==> src/rtl/mul_arb_pkg.sv <==
// Shared types and widths for the mul32 arbiter slice.
package mul_arb_pkg;

  localparam int unsigned OP_W        = 32;
  localparam int unsigned PROD_W      = 64;
  localparam int unsigned N_REQ_DEF   = 4;
  localparam int unsigned TIMEOUT_DEF = 64;

  typedef enum logic [1:0] {
    IDLE  = 2'd0,
    ISSUE = 2'd1,
    WAIT  = 2'd2,
    RESP  = 2'd3
  } mul_arb_state_e;

endpackage

==> src/rtl/mul_arb_rr_pick.sv <==
// Combinational round-robin picker: first set request at or above ptr, wrapping.
module mul_arb_rr_pick
  import mul_arb_pkg::*;
#(
  parameter int unsigned N_REQ = N_REQ_DEF,
  parameter int unsigned IW    = $clog2(N_REQ)
) (
  input  logic [N_REQ-1:0] req,
  input  logic [IW-1:0]    ptr,
  output logic [N_REQ-1:0] gnt,
  output logic [IW-1:0]    index,
  output logic             any
);

  int unsigned    sum;
  logic [IW-1:0]  pos;

  always_comb begin
    gnt   = '0;
    index = '0;
    any   = 1'b0;
    sum   = 0;
    pos   = '0;
    for (int unsigned i = 0; i < N_REQ; i++) begin
      sum = 32'(ptr) + i;
      if (sum >= N_REQ) sum = sum - N_REQ;
      pos = IW'(sum);
      if (!any && req[pos]) begin
        any      = 1'b1;
        gnt[pos] = 1'b1;
        index    = pos;
      end
    end
  end

endmodule

==> src/rtl/mul32_arbiter.sv <==
// Round-robin arbiter sharing one mul32 among N_REQ requesters.
// Optional WAIT watchdog enabled by defining MUL_ARB_TIMEOUT_EN.
module mul32_arbiter
  import mul_arb_pkg::*;
#(
  parameter int unsigned N_REQ          = N_REQ_DEF,
  parameter int unsigned TIMEOUT_CYCLES = TIMEOUT_DEF
) (
  input  logic                    wb_clk_i,
  input  logic                    wb_rst_i,
  input  logic [N_REQ-1:0]        req_i,
  input  logic [N_REQ*OP_W-1:0]   req_mc_i,
  input  logic [N_REQ*OP_W-1:0]   req_mp_i,
  output logic [N_REQ-1:0]        gnt_o,
  output logic [N_REQ-1:0]        rsp_valid_o,
  output logic [PROD_W-1:0]       rsp_p_o,
  output logic                    rsp_err_o,
  output logic                    busy_o,
  output logic                    mul_start_o,
  output logic [OP_W-1:0]         mul_mc_o,
  output logic [OP_W-1:0]         mul_mp_o,
  input  logic [PROD_W-1:0]       mul_p_i,
  input  logic                    mul_done_i
);

  localparam int unsigned IW = $clog2(N_REQ);

  if (N_REQ < 2 || N_REQ > 8 || TIMEOUT_CYCLES == 0) begin : g_bad_cfg
    $error("mul32_arbiter: unsupported N_REQ or TIMEOUT_CYCLES");
  end

  mul_arb_state_e     state_q, state_d;
  logic [IW-1:0]      rr_ptr_q, rr_ptr_d;
  logic [IW-1:0]      idx_q, idx_d;
  logic [N_REQ-1:0]   gnt_q, gnt_d;
  logic [N_REQ-1:0]   rsp_valid_q, rsp_valid_d;
  logic [PROD_W-1:0]  rsp_p_q, rsp_p_d;
  logic               busy_q, busy_d;
  logic               start_q, start_d;
  logic [OP_W-1:0]    mc_q, mc_d;
  logic [OP_W-1:0]    mp_q, mp_d;

  logic [N_REQ-1:0]   pick_gnt;
  logic [IW-1:0]      pick_idx;
  logic               pick_any;

`ifdef MUL_ARB_TIMEOUT_EN
  localparam int unsigned CW_RAW = $clog2(TIMEOUT_CYCLES + 1);
  localparam int unsigned CW     = (CW_RAW < 8) ? 8 : ((CW_RAW > 16) ? 16 : CW_RAW);
  logic [CW-1:0]      cnt_q, cnt_d;
  logic               err_q, err_d;
`endif

  mul_arb_rr_pick #(
    .N_REQ (N_REQ),
    .IW    (IW)
  ) u_pick (
    .req   (req_i),
    .ptr   (rr_ptr_q),
    .gnt   (pick_gnt),
    .index (pick_idx),
    .any   (pick_any)
  );

  always_comb begin
    state_d     = state_q;
    rr_ptr_d    = rr_ptr_q;
    idx_d       = idx_q;
    gnt_d       = gnt_q;
    rsp_valid_d = rsp_valid_q;
    rsp_p_d     = rsp_p_q;
    busy_d      = busy_q;
    start_d     = start_q;
    mc_d        = mc_q;
    mp_d        = mp_q;
`ifdef MUL_ARB_TIMEOUT_EN
    cnt_d       = cnt_q;
    err_d       = err_q;
`endif
    case (state_q)
      IDLE: begin
        if (pick_any) begin
          gnt_d   = pick_gnt;
          idx_d   = pick_idx;
          mc_d    = req_mc_i[pick_idx*OP_W +: OP_W];
          mp_d    = req_mp_i[pick_idx*OP_W +: OP_W];
          start_d = 1'b1;
          busy_d  = 1'b1;
          state_d = ISSUE;
        end
      end
      ISSUE: begin
        start_d = 1'b0;
        state_d = WAIT;
`ifdef MUL_ARB_TIMEOUT_EN
        cnt_d   = '0;
`endif
      end
      WAIT: begin
        // The response vector is the held grant, so rsp_valid_o is one-hot by construction.
        if (mul_done_i) begin
          rsp_p_d     = mul_p_i;
          rsp_valid_d = gnt_q;
          state_d     = RESP;
`ifdef MUL_ARB_TIMEOUT_EN
          err_d       = 1'b0;
        end else if (cnt_q == CW'(TIMEOUT_CYCLES - 1)) begin
          rsp_p_d     = '0;
          rsp_valid_d = gnt_q;
          err_d       = 1'b1;
          state_d     = RESP;
        end else begin
          cnt_d       = cnt_q + 1'b1;
`endif
        end
      end
      RESP: begin
        rsp_valid_d = '0;
        gnt_d       = '0;
        busy_d      = 1'b0;
        rr_ptr_d    = (idx_q == IW'(N_REQ - 1)) ? '0 : idx_q + 1'b1;
        state_d     = IDLE;
      end
      default: state_d = IDLE;
    endcase
  end

  always_ff @(posedge wb_clk_i or posedge wb_rst_i) begin
    if (wb_rst_i) begin
      state_q     <= IDLE;
      rr_ptr_q    <= '0;
      idx_q       <= '0;
      gnt_q       <= '0;
      rsp_valid_q <= '0;
      rsp_p_q     <= '0;
      busy_q      <= 1'b0;
      start_q     <= 1'b0;
      mc_q        <= '0;
      mp_q        <= '0;
`ifdef MUL_ARB_TIMEOUT_EN
      cnt_q       <= '0;
      err_q       <= 1'b0;
`endif
    end else begin
      state_q     <= state_d;
      rr_ptr_q    <= rr_ptr_d;
      idx_q       <= idx_d;
      gnt_q       <= gnt_d;
      rsp_valid_q <= rsp_valid_d;
      rsp_p_q     <= rsp_p_d;
      busy_q      <= busy_d;
      start_q     <= start_d;
      mc_q        <= mc_d;
      mp_q        <= mp_d;
`ifdef MUL_ARB_TIMEOUT_EN
      cnt_q       <= cnt_d;
      err_q       <= err_d;
`endif
    end
  end

  assign gnt_o       = gnt_q;
  assign rsp_valid_o = rsp_valid_q;
  assign rsp_p_o     = rsp_p_q;
  assign busy_o      = busy_q;
  assign mul_start_o = start_q;
  assign mul_mc_o    = mc_q;
  assign mul_mp_o    = mp_q;
`ifdef MUL_ARB_TIMEOUT_EN
  assign rsp_err_o   = err_q;
`else
  assign rsp_err_o   = 1'b0;
`endif

endmodule

==> config.mk <==
export PLATFORM = sky130hd
export DESIGN_NAME = mul32_arbiter
export DESIGN_NICKNAME = d
export VERILOG_FILES = /design/src/rtl/mul_arb_pkg.sv /design/src/rtl/mul_arb_rr_pick.sv /design/src/rtl/mul32_arbiter.sv
export SDC_FILE = /design/constraint.sdc
export NUM_CORES = 1
export LEC_CHECK = 0
export CORE_AREA = 4 4 179 181
export DETAILED_ROUTE_END_ITERATION = 10
export DIE_AREA = 0 0 183 185
export HOLD_SLACK_MARGIN = 0.02
export SETUP_SLACK_MARGIN = 0.2
export SYNTH_ARGS = -nofsm -noshare
export SYNTH_HDL_FRONTEND = slang
export SYNTH_SLANG_ARGS = --single-unit
==> constraint.sdc <==
create_clock -name wb_clk_i -period 5.2 [get_ports wb_clk_i]
set_input_delay 0.78 -clock wb_clk_i [delete_from_list [all_inputs] [get_ports wb_clk_i]]
set_output_delay 0.78 -clock wb_clk_i [all_outputs]
set_load 0.005 [all_outputs]
==> summary.txt <==
STA
  • Final worst path period share: 0.7047
  • Least-Margin Pin Slew: 0.9615 ns
  • Clk_skew: 0.01685 ns
  • Final setup violation count: 0
  • RSZ-0062 raised after global routing: no
  • Max Clock Freq: 0.2729 GHz
  • Final hold vios: 0
  • Pins Over Slew Limit: 0
  • PnR worst setup slack: 1.536 ns
  • Max_slew headroom: 0.3590
  • Final min period: 3.664 ns
  • Final TNS setup: 0 ns

Logic synthesis
  • Synth top cells by count: 144 x dfrtp_1, 115 x a211oi_1, 105 x o21ai_0, 77 x and3_1, 69 x nand2_1
  • Post-synthesis sequential area ratio: 0.3929
  • Synth Instances: 982
  • Yosys reg bits: 144
  • Post-synth top area share: 0.3929
  • Dominant cells by area after synthesis: dfrtp_1 39%, a211oi_1 9.4%, mux2_2 8.2%
  • Most frequent cell after synthesis: dfrtp_1
  • Cell Area, Synth: 0.009171 mm²
  • Synth area leader: dfrtp_1
  • Cell variety after synth: 46
  • Synth Net Count: 1323
  • Post-synth EDFFs: 0
  • YS warnings: 0
  • Async set-or-reset flop fraction in the synthesized netlist: 1.000
  • Syn_area_per_cell: 9.339 µm²
  • Primary FF master, synth: dfrtp_1

Min path
  • WHS Endpoint: idx_q[1]
  • HP Class: register to register
  • HP Start: idx_q[1]
  • Worst hold stages: 2

Final layout
  • Layout Nets: 1723
  • Finished Layout Cells: 1794
  • Fraction of layout cells with a size suffix above 1: 0.1104
  • Synthesis-to-layout area growth: 59.95%
  • Design area: 0.01467 mm²
  • FILL cells: 2889

Die
  • IO Count: 466
  • Core region area: 0.03043 mm²
  • Die Area: 0.03386 mm²
  • Initial core utilization: 0.3014
  • Die height: 185 µm
  • Die width: 183 µm
  • Num rows: 64

Route
  • Metal-1 WL: 15420 µm
  • Drt pass-1 iters: 4
  • Final wirelength: 37780 µm
  • Routed vias: 9852
  • Met2 routed WL: 17930 µm
  • Metal3 WL: 3090 µm
  • Initial detailed-routing violation count: 534
  • Max layer used: met5
  • Post-route ant nets: 0
  • Vias per Instance: 5.492
  • WL/cell: 21.06 µm
  • # DRC: 0

Clock network
  • Post-CTS setup buffers: 0
  • Hold_buf cts: 0
  • CTS root buffer: clkbuf_16
  • CTS tree: built
  • Num CTS Buffers: 17
  • Post-CTS resize count: 0
  • H-tree levels: 4
  • Clk_lat worst skew: 0.43 ns
  • Clk buf depth: 2
  • Sink Count: 144
  • Reg clk slew, reported paths: 0.06 ns

Power
  • Switching share of power: 0.4117
  • Part of the power in combinational logic: 0.610
  • Clock network power share: 0.153
  • Sequential group share of total power: 0.237
  • Psw: 3.546 mW
  • Power density over the cells: 587.1 mW/mm²
  • Final Power: 8.612 mW
  • Pleak: 5.651 nW
  • Maximum vdd drop: 0.0003483 V
  • Internal power: 5.066 mW

Place
  • Worst slack at placement: 1.215 ns
  • HPWL after DPL: 26300 µm
  • Port Buf Inserts: 464
  • Placed cells: 1759
  • Gpl congestion: 0.8210
  • Post-DP Area: 0.01404 mm²

Setup path
  • Reg-to-reg startpoint: rr_ptr_q[1]
  • Req. time, crit path: 5.53 ns
  • FF-to-FF End: mul_mp_o[29]
  • Cells on worst reg2reg path: 9
  • Arr. time, crit path: 3.99 ns
  • Crit. End Element: register
  • Crit start category: register
  • Crit Path Category: register to register
  • Reg2Reg Setup Slack: 1.54 ns
  • CP Max Fanout: 44

Flow run
  • Max-Cap Viols: 0

Global routing
  • Initial antenna violation count: 4
  • Number of global-route vias before repair: 9967
  • Largest net degree at the start of global routing: 97
  • Tot GR Track Use: 0.2137
  • First-pass GRT wire length: 57790 µm
  • Aggregate global routing overflow: 0

Outcome
  • Status: finished clean
[sequential cells by signal (all words and copies together), names as in the netlist]
| register | flops |
|---|---|
| gnt_o | 4 |
| rsp_valid_o | 4 |
| mul_mp_o | 32 |
| mul_start_o | 1 |
| state_q | 2 |
| idx_q | 2 |
| mul_mc_o | 32 |
| busy_o | 1 |
| rr_ptr_q | 2 |
| rsp_p_o | 64 |
[worst max path at each step]
stage / endpoint / start / depth (start not counted) / slack [ns]
2_1_floorplan: busy_o / wb_rst_i / 1 / 0.55
3_3_place_gp: mul_mc_o[25] / req_i[2] / 8 / 1.28
3_5_place_dp: mul_mc_o[23] / req_i[2] / 8 / 1.21
4_1_cts: mul_mc_o[22] / rr_ptr_q[1] / 9 / 1.49
5_1_grt: mul_mc_o[8] / rr_ptr_q[1] / 9 / 1.17
6_report: mul_mp_o[29] / rr_ptr_q[1] / 9 / 1.54
[stage by stage]
| stage | hold WS [ns] | util |
|---|---|---|
| 2_1_floorplan | 0.4511 | - |
| 3_3_place_gp | 0.4659 | 0.4614 |
| 3_5_place_dp | 0.4762 | 0.4614 |
| 4_1_cts | 0.4908 | 0.4818 |
| 5_1_grt | 0.5112 | 0.4821 |
| 6_report | 0.4810 | 0.4821 |
[cells in the final DEF (no fill, tap or decap), drive strengths merged, types with 13 or more instances in the layout]
cell,count
mux2,67
nand2,69
o21ai,105
buf,21
nor2,35
nand2b,30
o32ai,38
dfrtp,144
o22ai,52
ha,14
inv,13
clkdlybuf4s50,464
a21oi,56
a221o,25
clkbuf,19
and3,77
a211oi,115
[power by group through the flow]
stage          combinational (mW)  clock [mW]  sequential [mW]
4_1_cts                      5.28        1.35             2.04
3_5_place_dp                 5.27           0             2.05
6_report                     5.25        1.32             2.04
2_1_floorplan                3.04           0             2.06
3_3_place_gp                 5.20           0             2.05
5_1_grt                      5.76        1.40             2.12
[worst max-delay path, stage by stage (launching register included)]
cell      delay (ns)
dfrtp_1         0.62
inv_1           0.19
ha_1            0.48
mux4_2          0.48
a21oi_1         0.34
or2_4           0.49
buf_4           0.40
and3_1          0.24
a211oi_1        0.06
a211oi_1        0.25
[final cells by class]
cell class	instances	area, µm²	share of cell area
repair buffers	485	4815	0.3282
flip-flops and latches	144	3603	0.2456
multi-input cells	725	5089	0.3469
clock inverters	13	177.7	0.01211
clock buffers	19	442.9	0.03019
inverters	9	38.79	0.002644
diodes	3	7.507	0.0005118
well taps	396	495.5	0.03378
[kinds of logic (layout without fill, tap and decap cells)]
kind of cell,after synthesis,in the layout,synth area share
simple gates,221,221,0.1247
flops,144,144,0.3929
fa+ha+maj,14,14,0.01910
compound gates,415,415,0.3120
other cells,1,4,0.0004089
buf+inv,113,526,0.05689
mux,74,74,0.09400
[metal layers]
layer / global-route usage / vias to the layer above
li1: - / 4595
met1: 0.2673 / 4692
met2: 0.3519 / 488
met3: 0.05342 / 75
met4: 0.09237 / 2
met5: 0 / -
Power figures use the tool's default switching activity.
